**src/rtl/mem_port_pkg.sv**
```systemverilog
// Shared definitions for the memory-side bus responder.
// Bus-select codes, FSM states and the wait-state defaults.
package mem_port_pkg;

    localparam logic [3:0] MEM_SEL = 4'd1;
    localparam logic [3:0] AC_SEL  = 4'd13;

    localparam int unsigned DEFAULT_WAIT = 2;
    localparam int unsigned CNT_W        = 4;

    typedef enum logic [1:0] {
        ST_IDLE,
        ST_ACCESS,
        ST_DONE
    } state_e;

endpackage

```
**src/rtl/mem_port_array.sv**
```systemverilog
// Synchronous single-port RAM with a registered read port.
// Contents are never reset; only the read register is.
module mem_array #(
    parameter int N  = 16,
    parameter int AW = 8
) (
    input  logic          clk,
    input  logic          rst_n,
    input  logic          we,
    input  logic          re,
    input  logic [AW-1:0] addr,
    input  logic [N-1:0]  wdata,
    output logic [N-1:0]  rdata
);

    logic [N-1:0] mem [2**AW];

    always_ff @(posedge clk) begin
        if (we) begin
            mem[addr] <= wdata;
        end
    end

    // rdata only moves on a completing read so it doubles as the held bus word
    always_ff @(posedge clk or negedge rst_n) begin
        if (!rst_n) begin
            rdata <= '0;
        end else if (re) begin
            rdata <= mem[addr];
        end
    end

endmodule

```
**src/rtl/mem_port.sv**
```systemverilog
// Bus-side memory responder: address register, wait-state FSM
// and the memory read word presented as a bus source.
module mem_port
    import mem_port_pkg::*;
#(
    parameter int N    = 16,
    parameter int AW   = 8,
    parameter int WAIT = DEFAULT_WAIT
) (
    input  logic          clk,
    input  logic          rst_n,
    input  logic [N-1:0]  bus_in,
    input  logic          ar_load,
    input  logic          ar_inc,
    input  logic          mem_read,
    input  logic          mem_write,
    input  logic [3:0]    read_en,
    output logic [N-1:0]  dataout,
    output logic          bus_drive,
    output logic [AW-1:0] ar_out,
    output logic          busy,
    output logic          done
);

    localparam logic [CNT_W-1:0] WAIT_C = CNT_W'(WAIT);

    state_e           state_q;
    state_e           state_d;
    logic [CNT_W-1:0] cnt_q;
    logic [AW-1:0]    ar_q;
    logic [AW-1:0]    addr_q;
    logic [N-1:0]     wdata_q;
    logic             wr_q;
    logic             start;
    logic             fire;
    logic             we;
    logic             re;

    always_ff @(posedge clk or negedge rst_n) begin
        if (!rst_n) begin
            state_q <= ST_IDLE;
        end else begin
            state_q <= state_d;
        end
    end

    always_comb begin
        state_d = state_q;
        start   = 1'b0;
        fire    = 1'b0;
        unique case (state_q)
            ST_IDLE: begin
                if (mem_read || mem_write) begin
                    start   = 1'b1;
                    state_d = ST_ACCESS;
                end
            end
            ST_ACCESS: begin
                if (cnt_q == '0) begin
                    fire    = 1'b1;
                    state_d = ST_DONE;
                end
            end
            ST_DONE: state_d = ST_IDLE;
            default: state_d = ST_IDLE;
        endcase
    end

    // write beats read when both are requested together
    always_ff @(posedge clk or negedge rst_n) begin
        if (!rst_n) begin
            cnt_q   <= '0;
            addr_q  <= '0;
            wdata_q <= '0;
            wr_q    <= 1'b0;
        end else if (start) begin
            cnt_q   <= WAIT_C;
            addr_q  <= ar_q;
            wdata_q <= bus_in;
            wr_q    <= mem_write;
        end else if (state_q == ST_ACCESS && cnt_q != '0) begin
            cnt_q <= cnt_q - 1'b1;
        end
    end

    always_ff @(posedge clk or negedge rst_n) begin
        if (!rst_n) begin
            ar_q <= '0;
        end else if (ar_load) begin
            ar_q <= bus_in[AW-1:0];
        end else if (ar_inc) begin
            ar_q <= ar_q + 1'b1;
        end
    end

    assign we = fire & wr_q;
    assign re = fire & ~wr_q;

    mem_array #(
        .N  (N),
        .AW (AW)
    ) u_array (
        .clk   (clk),
        .rst_n (rst_n),
        .we    (we),
        .re    (re),
        .addr  (addr_q),
        .wdata (wdata_q),
        .rdata (dataout)
    );

    assign ar_out    = ar_q;
    assign busy      = (state_q != ST_IDLE);
    assign done      = (state_q == ST_DONE);
    assign bus_drive = rst_n && (read_en == MEM_SEL)
                       && (state_q == ST_IDLE);

endmodule

```
**config.mk**
```make
export PLATFORM = sky130hd
export DESIGN_NAME = mem_port
export DESIGN_NICKNAME = d
export VERILOG_FILES = /design/src/rtl/mem_port_pkg.sv /design/src/rtl/mem_port_array.sv /design/src/rtl/mem_port.sv
export SDC_FILE = /design/constraint.sdc
export NUM_CORES = 2
export LEC_CHECK = 0
export CORE_UTILIZATION = 43
export CTS_BUF_LIST = sky130_fd_sc_hd__clkbuf_16
export CTS_CLUSTER_SIZE = 10
export DETAILED_ROUTE_END_ITERATION = 10
export GPL_ROUTABILITY_DRIVEN = 0
export MAX_ROUTING_LAYER = met4
export SYNTH_ARGS = -nofsm -noshare
export SYNTH_HDL_FRONTEND = slang
export SYNTH_SLANG_ARGS = --single-unit
```
**constraint.sdc**
```tcl
create_clock -name clk -period 8.4 [get_ports clk]
set_input_delay 0.84 -clock clk [delete_from_list [all_inputs] [get_ports clk]]
set_output_delay 0.84 -clock clk [all_outputs]
set_load 0.05 [all_outputs]
```
==> metrics.csv <==
metric;value;unit
synth_edf_count;4096;
coreArea;369000;µm²
drv_slew;0;
pre_cts_slack;3.12;ns
drc;0;
first_pass_iters;7;
clkSlewWorstSetupHoldPaths;0.06;ns
clockBufferDepth;4;
ys_seq_elements;4151;
grt-ovfl-total;0;
criticalPathCategory;reg -> reg;
numPortBuffers;52;
leakagePower;55.8;nW
ys_seq_area_frac;0.781;
drive_gt1_frac;0.256;
hold_path.class;in -> async;
multi_input_area;32900;µm²
fin_crit_sh;0.637;
yosysWarnings;0;
die_w;611;µm
avgSynthCellArea;22.2;µm²
die_h;611;µm
synthToLayoutAreaGrowth;13.0;%
worst_slew_pin_slew;1.47;ns
grt_pass1_vias;79100;
max_freq;187;MHz
period_minus_slack;5.35;ns
antenna_found_initial;17;
nets;7710;
required;9.31;ns
dieArea;373000;µm²
synth_area;159000;µm²
cts_tree;yes;
start_util;0.432;
drt-initial-drc-count;11000;
post_drt_wl_per_cell;35.6;µm
clk_latency;1.01;ns
rows;223;
arrival;6.25;ns
setup_violations;0;
grt_first_pass_wirelength;635;mm
antenna_left;0;
pin_count;53;
seqCellArea;124000;µm²
routed-via-count;79700;
fillCellCount;29600;
utilization;0.488;
maxCapViolations;0;
post-cts-setup-buffer-count;0;
power_density;346;nW/µm²
hold_violations;0;
ys_async_sr_fraction;0.0132;
status;finished, final reports clean;
post_cts_resized;0;
syn-num-nets;7202;
routed_via_density;6.21;
htree_num_levels;5;
setup_ws;3.05;ns
fin_skew;0.0846;ns
ctsHoldBuffers;1;
setup-tns-final;0;ns
ir_worst_vdd;0.320;mV
rsz0062_at_grt;false;
relSlewSlack;0.0205;
crit_path_max_fanout;101;
grt_max_degree;224;
ys_types;72;
wl;457;mm
dp_hpwl;271;mm
synth_ff_type;edfxtp_1;
cts_root_buf;clkbuf_16;
cts_buffers;459;
cp-end-kind;flop;
cts_sinks;4151;
grtUsageTotal;0.250;
cp-start-kind;flop;
syn_inst;7174;
synthesized netlist by cell type, types with 10 or more instances:
cell,number,share of area
mux4_2,955,0.14
a22o_1,10,0.00055
edfxtp_1,4096,0.77
and3_1,10,0.00039
nand2b_1,12,0.00047
a22oi_1,154,0.0073
dfrtp_1,55,0.0086
nand2_1,134,0.0032
buf_6,35,0.0025
a21oi_1,44,0.0014
o21ai_0,27,0.00085
o22ai_1,183,0.0072
mux2_2,32,0.0023
mux2i_1,358,0.023
nor2_1,325,0.0077
buf_1,29,0.00068
a32oi_1,11,0.00060
a211oi_1,21,0.00099
buf_4,51,0.0024
o211ai_1,17,0.00080
buf_2,181,0.0057
a31oi_1,14,0.00055
nor4_1,36,0.0014
nor3_1,20,0.00063
clkbuf_1,112,0.0026
nand3_1,99,0.0031
nor2b_1,17,0.00067
cell type report:
cell class / instances / share of cell area
clock inverter: 170 / 0.00517
clock buffer: 463 / 0.0644
timing repair buffer: 456 / 0.0212
sequential: 4151 / 0.691
multi-input combinational: 2605 / 0.183
inverter: 9 / 0.000202
antenna: 16 / 0.000222
tap: 4950 / 0.0344
path summary, 6_finish.rpt:
path | startpoint | end | slack, ns | cells past startpoint
max | addr_q[1]$_DFFE_PN0P_ | u_array.rdata[0]$_DFFE_PN0P_ | 3.05 | 8
min | rst_n | wdata_q[9]$_DFFE_PN0P_ | 0.35 | 2
max reg2reg | addr_q[1]$_DFFE_PN0P_ | u_array.rdata[0]$_DFFE_PN0P_ | 3.05 | 8
min reg2reg | cnt_q[1]$_DFFE_PN0P_ | cnt_q[1]$_DFFE_PN0P_ | 0.52 | 1
max in group asynchronous | rst_n | wdata_q[4]$_DFFE_PN0P_ | 6.41 | 4
min in group clk | bus_in[4] | ar_out[4]$_DFFE_PN0P_ | 0.44 | 3
sequential cells by signal, summed over array words and instances, names as in the netlist:
register       flops
u_array.rdata     16
wr_q               1
ar_out             8
wdata_q           16
state_q            2
u_array.mem     4096
addr_q             8
cnt_q              4
layout by cell type (no fill, tap or decap), drive strengths merged, types with 5 or more instances in the layout:
master / n
o221ai: 5
o211ai: 17
nand2b: 12
clkbuf: 463
xnor2: 6
a211oi: 21
a221oi: 7
nor3: 22
a31oi: 14
o22ai: 183
nor2: 325
a21oi: 44
and3: 10
mux2i: 358
nand3: 99
clkinv: 24
a2111oi: 10
nand2: 134
o21ai: 36
a22o: 10
buf: 404
and2: 6
mux4: 959
inv: 154
a32oi: 11
o32a: 8
diode: 16
o2111ai: 6
dfrtp: 55
a22oi: 154
edfxtp: 4096
mux2: 32
o22a: 6
nand4: 7
nor2b: 17
clkdlybuf4s50: 51
nor4: 37
nor4b: 5
stage by stage:
step,hold slack [ns],instance area (µm²),total power [mW],cells
2_1_floorplan,0.482,159000,38.1,7174
3_3_place_gp,0.511,167000,44.8,12200
3_5_place_dp,0.509,167000,45.0,12200
4_1_cts,0.272,180000,62.3,12800
5_1_grt,0.325,180000,63.8,12800
6_report,0.355,180000,62.2,12800
power breakdown:
group,switching [mW],internal (mW)
combinational,11.8,5.78
clock,7.71,9.73
sequential,1.09,26.1
total,20.6,41.6
cell families after synthesis:
kind of cell | synth area share
buf+inv | 0.0142
mux | 0.160
fa+ha+maj | 0.000157
flops | 0.781
xor+xnor | 0.000550
simple gates | 0.0197
compound gates | 0.0238
worst max-delay path, cell delays in order (launching register included):
cell	delay [ns]
dfrtp_4	0.76
buf_12	0.64
buf_12	0.51
mux4_2	0.37
o22ai_1	0.09
nor4_1	1.23
mux2i_1	0.45
o22ai_1	0.65
o32a_1	0.23
routing by layer:
metal / GRT usage / wire, µm / vias up
met4: 0.0890 / 18700 / 0
li1: - / - / 31300
met3: 0.0564 / 44300 / 809
met5: - / 0 / -
met1: 0.335 / 180000 / 43200
met2: 0.377 / 214000 / 4407
No activity file was read; power rests on OpenSTA's default activity.
